--- config.mk ---
export PLATFORM = sky130hd
export DESIGN_NAME = piso_serializer_flat
export DESIGN_NICKNAME = d
export VERILOG_FILES = /design/src/rtl/piso_serializer_pkg.sv /design/src/rtl/piso_serializer_if.sv /design/src/rtl/piso_serializer_bit_counter.sv /design/src/rtl/piso_serializer.sv /design/src/flat_wrapper.sv
export SDC_FILE = /design/constraint.sdc
export NUM_CORES = 1
export LEC_CHECK = 0
export BUFFER_PORTS_ARGS = -buffer_cell sky130_fd_sc_hd__buf_4
export CAP_MARGIN = 30
export CORE_UTILIZATION = 35
export CTS_BUF_LIST = sky130_fd_sc_hd__clkbuf_8
export DETAILED_ROUTE_END_ITERATION = 16
export HOLD_SLACK_MARGIN = 0.15
export PLACE_DENSITY_LB_ADDON = 0.3
export SYNTH_ARGS = -nofsm -noshare
export SYNTH_HDL_FRONTEND = slang
export SYNTH_HIERARCHICAL = 1
export SYNTH_SLANG_ARGS = --single-unit
--- constraint.sdc ---
create_clock -name clk -period 2 [get_ports clk]
set_input_delay 0.4 -clock clk [delete_from_list [all_inputs] [get_ports clk]]
set_output_delay 0.4 -clock clk [all_outputs]
set_load 0.03 [all_outputs]
--- src/rtl/piso_serializer_pkg.sv ---
// ---------------------------------------------------------------------------
// piso_pkg
//   Shared types and helpers for the PISO serializer and its framing
//   sub-blocks.
//   - piso_state_e : the serializer's two FSM states
//   - cnt_w()      : bit-counter width for a given word width
// ---------------------------------------------------------------------------
package piso_pkg;

  typedef enum logic {
    IDLE  = 1'b0,
    SHIFT = 1'b1
  } piso_state_e;

  // Width of a counter that must hold 0..width-1. A one-bit floor keeps the
  // counter legal for degenerate widths.
  function automatic int cnt_w(input int width);
    if (width < 2) begin
      return 1;
    end else begin
      return $clog2(width);
    end
  endfunction

endpackage

--- src/rtl/piso_serializer_if.sv ---
// ---------------------------------------------------------------------------
// piso_serializer_if
//   Load port plus serial port of the PISO serializer, bundled.
//   Signals:
//     load_valid / load_ready / load_data : parallel word handshake
//     serial_ready / serial_valid / serial_out : serial bit handshake
//     frame_start / frame_last : first / last bit markers
//     busy : a word is in flight
//   Modports:
//     slave  : the serializer's view
//     master : the view of the block driving loads and consuming bits
// ---------------------------------------------------------------------------
interface piso_serializer_if #(
  parameter int WIDTH = 4
);

  logic             load_valid;
  logic             load_ready;
  logic [WIDTH-1:0] load_data;
  logic             serial_ready;
  logic             serial_valid;
  logic             serial_out;
  logic             frame_start;
  logic             frame_last;
  logic             busy;

  modport slave (
    input  load_valid,
    input  load_data,
    input  serial_ready,
    output load_ready,
    output serial_valid,
    output serial_out,
    output frame_start,
    output frame_last,
    output busy
  );

  modport master (
    output load_valid,
    output load_data,
    output serial_ready,
    input  load_ready,
    input  serial_valid,
    input  serial_out,
    input  frame_start,
    input  frame_last,
    input  busy
  );

endinterface

--- src/rtl/piso_serializer_bit_counter.sv ---
// ---------------------------------------------------------------------------
// bit_counter
//   Saturating 0..MAX beat counter used for word framing.
//   Ports:
//     clk, reset_n : clock, asynchronous active-low reset
//     clr          : synchronous return to 0 (wins over en)
//     en           : advance by one; holds at MAX instead of wrapping
//     cnt          : current count (register output)
//     is_max       : cnt == MAX
// ---------------------------------------------------------------------------
module bit_counter
  import piso_pkg::*;
#(
  parameter int MAX = 3,
  parameter int CW  = cnt_w(MAX + 1)
) (
  input  logic          clk,
  input  logic          reset_n,
  input  logic          en,
  input  logic          clr,
  output logic [CW-1:0] cnt,
  output logic          is_max
);

  localparam logic [CW-1:0] MAX_C = CW'(MAX);
  localparam logic [CW-1:0] ONE_C = CW'(1);

  logic [CW-1:0] cnt_r;

  // Count register: clear has priority, saturates at MAX.
  always_ff @(posedge clk or negedge reset_n) begin
    if (!reset_n) begin
      cnt_r <= {CW{1'b0}};
    end else if (clr) begin
      cnt_r <= {CW{1'b0}};
    end else if (en && (cnt_r != MAX_C)) begin
      cnt_r <= cnt_r + ONE_C;
    end else begin
      cnt_r <= cnt_r;
    end
  end

  assign cnt    = cnt_r;
  assign is_max = (cnt_r == MAX_C);

endmodule

--- src/rtl/piso_serializer.sv ---
// ---------------------------------------------------------------------------
// piso_serializer
//   Parallel-in, serial-out serializer. A WIDTH-bit word accepted on the
//   load handshake is shifted out MSB-first, one bit per serial beat
//   (serial_valid & serial_ready). A new word can be loaded on the last
//   beat of the current one for gap-free back-to-back streaming.
//   Ports:
//     clk     : clock, rising edge
//     reset_n : asynchronous active-low reset; aborts any word in flight
//     bus     : piso_serializer_if.slave (load and serial handshakes,
//               frame markers, busy)
// ---------------------------------------------------------------------------
module piso_serializer
  import piso_pkg::*;
#(
  parameter int WIDTH = 4
) (
  input  logic              clk,
  input  logic              reset_n,
  piso_serializer_if.slave  bus
);

  localparam int CW = cnt_w(WIDTH);

  localparam logic [0:0]    ST_IDLE      = 1'(IDLE);
  localparam logic [0:0]    ST_SHIFT     = 1'(SHIFT);
  localparam logic [CW-1:0] CNT_PRE_LAST = CW'(WIDTH - 2);

  logic [0:0]       state_r;
  logic [WIDTH-1:0] shift_reg_r;
  logic             frame_start_r;
  logic             frame_last_r;

  logic [0:0]       state_nxt_s;
  logic [WIDTH-1:0] shift_nxt_s;
  logic             frame_start_nxt_s;
  logic             frame_last_nxt_s;
  logic             cnt_en_s;
  logic             cnt_clr_s;
  logic [CW-1:0]    bit_cnt_s;
  logic             cnt_max_s;
  logic             serial_valid_s;
  logic             beat_s;
  logic             load_ready_s;
  logic             load_fire_s;
  logic [WIDTH-1:0] shift_left_s;

  bit_counter #(
    .MAX (WIDTH - 1),
    .CW  (CW)
  ) u_bit_counter (
    .clk     (clk),
    .reset_n (reset_n),
    .en      (cnt_en_s),
    .clr     (cnt_clr_s),
    .cnt     (bit_cnt_s),
    .is_max  (cnt_max_s)
  );

  assign serial_valid_s = (state_r == ST_SHIFT);
  assign beat_s         = serial_valid_s & bus.serial_ready;
  // Ready depends only on state and serial_ready, never on load_valid.
  assign load_ready_s   = (state_r == ST_IDLE) | (frame_last_r & bus.serial_ready);
  assign load_fire_s    = bus.load_valid & load_ready_s;
  // Zero fill, so a word that drains fully leaves the register clear.
  assign shift_left_s   = {shift_reg_r[WIDTH-2:0], 1'b0};

  // Next-state, shift-register and frame-marker decode.
  always_comb begin
    state_nxt_s       = state_r;
    shift_nxt_s       = shift_reg_r;
    frame_start_nxt_s = frame_start_r;
    frame_last_nxt_s  = frame_last_r;
    cnt_en_s          = 1'b0;
    cnt_clr_s         = 1'b0;
    case (state_r)
      ST_IDLE: begin
        if (load_fire_s) begin
          state_nxt_s       = ST_SHIFT;
          shift_nxt_s       = bus.load_data;
          frame_start_nxt_s = 1'b1;
          frame_last_nxt_s  = 1'b0;
          cnt_clr_s         = 1'b1;
        end else begin
          state_nxt_s       = ST_IDLE;
        end
      end
      ST_SHIFT: begin
        if (beat_s) begin
          if (cnt_max_s) begin
            if (load_fire_s) begin
              // Reload on the last beat: next word's MSB follows with no gap.
              shift_nxt_s       = bus.load_data;
              frame_start_nxt_s = 1'b1;
              frame_last_nxt_s  = 1'b0;
              cnt_clr_s         = 1'b1;
            end else begin
              state_nxt_s       = ST_IDLE;
              shift_nxt_s       = shift_left_s;
              frame_start_nxt_s = 1'b0;
              frame_last_nxt_s  = 1'b0;
              cnt_clr_s         = 1'b1;
            end
          end else begin
            shift_nxt_s       = shift_left_s;
            frame_start_nxt_s = 1'b0;
            frame_last_nxt_s  = (bit_cnt_s == CNT_PRE_LAST);
            cnt_en_s          = 1'b1;
          end
        end else begin
          // Backpressure: everything holds.
          state_nxt_s = ST_SHIFT;
        end
      end
      default: begin
        state_nxt_s       = ST_IDLE;
        shift_nxt_s       = {WIDTH{1'b0}};
        frame_start_nxt_s = 1'b0;
        frame_last_nxt_s  = 1'b0;
        cnt_clr_s         = 1'b1;
      end
    endcase
  end

  // State, data and frame-marker registers.
  always_ff @(posedge clk or negedge reset_n) begin
    if (!reset_n) begin
      state_r       <= ST_IDLE;
      shift_reg_r   <= {WIDTH{1'b0}};
      frame_start_r <= 1'b0;
      frame_last_r  <= 1'b0;
    end else begin
      state_r       <= state_nxt_s;
      shift_reg_r   <= shift_nxt_s;
      frame_start_r <= frame_start_nxt_s;
      frame_last_r  <= frame_last_nxt_s;
    end
  end

  assign bus.load_ready   = load_ready_s;
  assign bus.serial_valid = serial_valid_s;
  assign bus.serial_out   = shift_reg_r[WIDTH-1];
  assign bus.frame_start  = frame_start_r;
  assign bus.frame_last   = frame_last_r;
  assign bus.busy         = serial_valid_s;

endmodule

--- src/flat_wrapper.sv ---
// flat-port wrapper written by rule: the top's interface ports become plain ports
module piso_serializer_flat import piso_pkg::*;
#(
  parameter int WIDTH = 4
)
  (clk, reset_n, bus_load_valid, bus_load_data, bus_serial_ready, bus_load_ready, bus_serial_valid, bus_serial_out, bus_frame_start, bus_frame_last, bus_busy);
  piso_serializer_if #(.WIDTH(WIDTH)) bus_i ();
  input  logic clk;
  input  logic reset_n;
  input wire logic [$bits(bus_i.load_valid)-1:0] bus_load_valid;
  input wire logic [$bits(bus_i.load_data)-1:0] bus_load_data;
  input wire logic [$bits(bus_i.serial_ready)-1:0] bus_serial_ready;
  output wire logic [$bits(bus_i.load_ready)-1:0] bus_load_ready;
  output wire logic [$bits(bus_i.serial_valid)-1:0] bus_serial_valid;
  output wire logic [$bits(bus_i.serial_out)-1:0] bus_serial_out;
  output wire logic [$bits(bus_i.frame_start)-1:0] bus_frame_start;
  output wire logic [$bits(bus_i.frame_last)-1:0] bus_frame_last;
  output wire logic [$bits(bus_i.busy)-1:0] bus_busy;
  assign bus_i.load_valid = bus_load_valid;
  assign bus_i.load_data = bus_load_data;
  assign bus_i.serial_ready = bus_serial_ready;
  assign bus_load_ready = bus_i.load_ready;
  assign bus_serial_valid = bus_i.serial_valid;
  assign bus_serial_out = bus_i.serial_out;
  assign bus_frame_start = bus_i.frame_start;
  assign bus_frame_last = bus_i.frame_last;
  assign bus_busy = bus_i.busy;
  piso_serializer #(.WIDTH(WIDTH)) u_core (.clk(clk), .reset_n(reset_n), .bus(bus_i));
endmodule
# Word-level counts from Yosys, hierarchy flattened
# Index checks and enable logic that the tools add are counted.
# totals
wordCells,44
memories,0
ram_bits,0
output_inout_bits,6
inputBits,8
latchBits,0
regBits,9
rom_bits,0
# op_classes
add_sub_neg,1
n_div,0
eq_ne,5
n_mul,0
bitwise,5
n_shift,0
order_cmp,0
muxes,25
reduce_logical,3
# op_table
op,n
$mux 4,4
$mux 1,14
$pmux 1 s2,4
$pmux 4 s2,1
$eq 2x2->1 const B,2
$mux 2,2
$ne 2x2->1 const B,2
$and 1x1->1,3
$add 2x1->2 const B,1
$ne 2x1->1 const B,1
$reduce_and 2->1,1
$reduce_bool 2->1,1
$logic_and 1x1->1,1
$not 1->1,1
$or 1x1->1,1

# Depth between registers and ports, before layout
# depth
ltp_word,7
mapped_depth,5
depth_no_buf,5

# By module
# The synthesis kept the hierarchy.
# by_module_without_submodules
module,cells_per_inst,seq_area_each_um2,area_each_um2,n_inst
piso_serializer,44,175.2,416.6,1
bit_counter,10,50.0,123.9,1

# Least setup slack after synthesis
# No wires, ideal clock.
# synth_path
path_kind,register to register
startpoint,"register u_core.state_r, in the netlist u_core/bus.busy"
endpoint,"register u_core.u_bit_counter.cnt_r[0], in the netlist u_core/u_bit_counter/cnt[0]"
setup_ns,0.125
path_slack_ns,0.491
path_stages_with_launch,6
required_ns,1.875
synth_period_minus_slack_ns,1.509
arrival_ns,1.384
n_path_buf,1
cell_sequence,dfrtp_1 > buf_4 > nand2_1 > nor2_2 > nor2b_4 > mux2_4
# synth_between
word_cells_on_any_way,12
classes_between,mux (6); bitwise (4); reduce/logical (2)
# synth_rtl
element,line_no,source
"start, declared",piso_serializer.sv:29,logic [0:0] state_r;
"start signal, assigned",piso_serializer.sv:133,state_r <= state_nxt_s;
$and 1x1->1,piso_serializer.sv:61,assign beat_s = serial_valid_s & bus.serial_ready;
$mux 1,piso_serializer.sv:89,if (beat_s) begin
$mux 1 *,piso_serializer.sv:76,case (state_r)
via u_core.cnt_en_s,piso_serializer.sv:38,logic cnt_en_s;
$logic_and 1x1->1 *,piso_serializer_bit_counter.sv:36,end else if (en && (cnt_r != MAX_C)) begin
$reduce_bool 2->1 (no line) *,n/a,
"end signal, assigned",piso_serializer_bit_counter.sv:35,cnt_r <= {CW{1'b0}};
"end signal, assigned",piso_serializer_bit_counter.sv:37,cnt_r <= cnt_r + ONE_C;
"end signal, assigned",piso_serializer_bit_counter.sv:39,cnt_r <= cnt_r;
"end, declared",piso_serializer_bit_counter.sv:28,logic [CW-1:0] cnt_r;
# The timed path passes the listed nets; every way through them passes the cells marked *.
# A chain may end at the register's enable or synchronous reset.

# Worst setup path in the final report
# layout_path
startpoint,"register u_core.u_bit_counter.cnt_r[0], in the netlist u_core/u_bit_counter/cnt[0]"
endpoint,"register u_core.u_bit_counter.cnt_r[0], in the netlist u_core/u_bit_counter/cnt[0]"
# layout_between
word_cells_on_any_way,13
classes_between,add/sub (1); eq/ne (2); mux (8); reduce/logical (2)
# layout_rtl
element,line_no,source
"start signal, assigned",piso_serializer_bit_counter.sv:33,cnt_r <= {CW{1'b0}};
"start signal, assigned",piso_serializer_bit_counter.sv:35,
"start signal, assigned",piso_serializer_bit_counter.sv:37,
$eq 2x2->1 *,piso_serializer_bit_counter.sv:44,assign is_max = (cnt_r == MAX_C);
via u_core.cnt_max_s,piso_serializer.sv:41,logic cnt_max_s;
$mux 1 *,piso_serializer.sv:90,if (cnt_max_s) begin
$mux 1 *,piso_serializer.sv:89,
$pmux 1 s2 *,piso_serializer.sv:76,
via u_core.cnt_clr_s,piso_serializer.sv:39,logic cnt_clr_s;
$mux 2 / $reduce_bool 2->1 (equally long branches),n/a,
# The timed path passes the listed nets; every way through them passes the cells marked *. The select of a mux whose other input is x is not followed.

==> key figures <==
Synth
  • Post-synthesis cell area: between 500 and 600 um^2
  • Synthesized area per cell: 10.01 um^2
  • Post-synth top flop: dfrtp_1
  • Cell count after synthesis: 54
  • Net Count, Synth: 63
  • Synth Register Bits: 9
  • Sequential area share after synthesis: 0.4167
  • Yosys warns: 6
  • EDFF count, synth: 0
  • Synth async-reset ratio: 1.000
  • Synth cell types: 24

Worst setup path
  • Critical-path cell list: ha_1, nand3_1, o21ai_0, nor2_1, mux2_4
  • CP max-delay cell: dfrtp_1
  • Crit path launch type: register
  • Worst Path Arrival: around 1700 ps
  • Cell family with most CP delay: flip-flops
  • Worst path bufs/invs: 0
  • Critical Path End Type: register
  • Critical path required time: about 2100 ps
  • Setup CP Type: register to register
  • Delay of the slowest critical-path stage: about 390 ps
  • Critical-path maximum fanout: 6

Detailed routing
  • DR WL/cell: 12.50 um
  • Final ANT Viol Nets: 0
  • WL final: around 1100 um
  • TritonRoute pass-1 iters: 4
  • Residual DRC count: 0
  • Initial drt markers: 6
  • Via count: 427
  • Vias per std cell: approximately 5.1

Pwr
  • Switching part of the total: 0.4161
  • Peak VDD IR: roughly 0.00071 V
  • Logic pwr share: 0.485
  • Clock share of power: 0.194
  • P_int: around 630 uW
  • Sequential power share: 0.321
  • Power per Cell Area: 1584 nW/um^2
  • Switch Pwr: 451.9 uW
  • LEAKAGE: roughly 0.00034 uW

STA
  • RSZ-0062 raised after global routing: false
  • Clk_skew: around 2.3 ps
  • Min Tclk post-route: approximately 1600 ps
  • Tcrit/Tclk final: 0.7801
  • Final setup fails: 0
  • Worst rel slew slack: 0.7019
  • Worst hold slack: approximately 420 ps
  • Setup TNS: 0 ps
  • Least-Margin Pin Slew: between 400 and 500 ps
  • Achievable Freq: about 640 MHz
  • Final worst setup slack: about 440 ps
  • Final Max Tran Viols: 0
  • Final Hold Fails: 0

Clock network
  • Buffer count from post-CTS setup fixing: 0
  • Sink Count: 9
  • Post-cts sizing count: 0
  • Root Buffer: clkbuf_8
  • Post-CTS Hold Buffers: 1
  • CTS Buffer Depth: 2
  • Htree depth: 1
  • Clock Latency Late Sink: 230 ps
  • CTS tree: yes
  • Num CTS Buffers: 3
  • Clock-pin transition on the worst setup and hold timing paths: about 50 ps

Cells and area
  • Fin nets: ~80
  • Layout cell share with drive strength beyond 1: 0.3623
  • Ant diodes: 0
  • P&R area growth vs syn: 26.85%

Floorplanning
  • Core Box Area: roughly 1400 um^2
  • Die height: ~41 um
  • Initial Utilization: 0.3956
  • DIE WIDTH: ~41 um
  • Die Footprint: ~1700 um^2
  • Row cnt: 13
  • Ports: 14

Global routing
  • Busiest metal layer after global routing: met1
  • Met1 GRT Util: 0.1967
  • Vias in the first global route: ~340
  • Initial antenna violation count: 0
  • GRT Overall Usage: 0.1491
  • GR Util met2: 0.1914
  • GRT overflow: 0
  • First-pass GRT wire length: about 1500 um
  • Met3 GRT Util: 0.06383
  • Largest net degree at the start of global routing: 15

Placement
  • Gpl congestion: 0.7033
  • Pre-CTS setup slack: 496.3 ps
  • Post-DP HPWL: between 700 and 800 um
  • Port-buffer cells: 13

Run status
  • Run status: finished, final reports clean

Hold path
  • Min-delay worst type: input port to register

Run
  • Number of max-cap violations: 0
[through the flow]
step	total power, uW	std cells	utilization	instance area (um^2)
CTS	1089	84	0.5018	685.7
detailed placement	873.3	79	0.4615	630.6
floorplan	743.7	54	-	540.5
global route	1163	84	0.5018	685.7
finish	1086	84	0.5018	685.7
global placement	867.3	79	0.4615	630.6
[power by group through the flow]
stage                     logic (uW)  registers, uW  clock network [uW]
after floorplan                  351            393                   0
after global placement           518            349                   0
after detailed placement         524            350                   0
after CTS                        529            346                 213
after global routing             570            366                 227
final                            527            349                 210
[cell usage in the layout, fill, tap and decap left out]
master         netlist  routed
buf_4                2      13
nand2_1             13      13
dfrtp_1              9       9
clkbuf_8             0       3
inv_1                2       3
o21ai_0              3       3
nand4_1              3       3
o211ai_2             3       3
nor2b_1              2       2
nor2_1               2       2
dlygate4sd3_1        0       1
nand3_1              1       1
nor2_2               1       1
nand4_4              1       1
and2_4               1       1
mux2_2               1       1
mux2i_1              1       1
o21ai_1              1       1
a21oi_1              1       1
a32o_1               1       1
nor2b_4              1       1
nand2b_1             1       1
nand4bb_1            1       1
mux2_4               1       1
ha_1                 1       1
[registers in the layout (all words and copies together) (netlist names)]
register	count
u_core/shift_reg_r	4
u_core/u_bit_counter/cnt	2
u_core/bus.frame_last	1
u_core/bus.busy	1
u_core/bus.frame_start	1
[synth_stat cells (2+ instances only)]
| master | count | share of area |
|---|---|---|
| nor2b_1 | 2 | 0.023 |
| dfrtp_1 | 9 | 0.42 |
| nand2_1 | 13 | 0.090 |
| inv_1 | 2 | 0.014 |
| nand4_1 | 3 | 0.035 |
| nor2_1 | 2 | 0.014 |
| o211ai_2 | 3 | 0.069 |
| buf_4 | 2 | 0.028 |
| o21ai_0 | 3 | 0.028 |
[worst reg2reg max path, delay by kind of cell, from the launching register on]
family,cells,cell delay [ps]
AND/OR/NAND/NOR,2,220
AO/OA/AOI/OAI,1,180
adder cells (fa/ha/maj),1,390
flip-flops,1,390
multiplexers,1,260
[logic make-up after synthesis]
logic type      synth area share
buf+inv                  0.06250
compound gates            0.1342
simple gates              0.2963
mux                      0.06712
flops                     0.4167
fa+ha+maj                0.02314
[layer usage]
| metal | part of all wire | vias up |
|---|---|---|
| met5 | 0 | - |
| met4 | 0.011 | 0 |
| met1 | 0.49 | 192 |
| li1 | - | 219 |
| met3 | 0.059 | 2 |
| met2 | 0.43 | 14 |
[final timing paths]
check,start,slack [ps],end,cells after the start
worst max-delay path,u_core/u_bit_counter/cnt[0]$_DFFE_PN0P_,440,u_core/u_bit_counter/cnt[0]$_DFFE_PN0P_,5
worst min register to register,u_core/shift_reg_r[2]$_DFFE_PN0P_,490,u_core/shift_reg_r[2]$_DFFE_PN0P_,2
worst max register to register,u_core/u_bit_counter/cnt[0]$_DFFE_PN0P_,440,u_core/u_bit_counter/cnt[0]$_DFFE_PN0P_,5
max in group asynchronous,reset_n,1330,u_core/bus.frame_start$_DFFE_PN0P_,2
min in group asynchronous,reset_n,530,u_core/bus.busy$_DFF_PN0_,2
worst min-delay path,bus_load_data[0],420,u_core/shift_reg_r[0]$_DFFE_PN0P_,3
[area by class of cell]
class	count	area [um^2]
fill	130	680.7
multi-input combinational	40	281.5
sequential	9	225.2
timing repair buffer	14	107.6
clock buffer	3	41.29
tap	15	18.77
inverter	2	7.507
clock inverter	1	3.754
(Power assumes the default switching activity.)
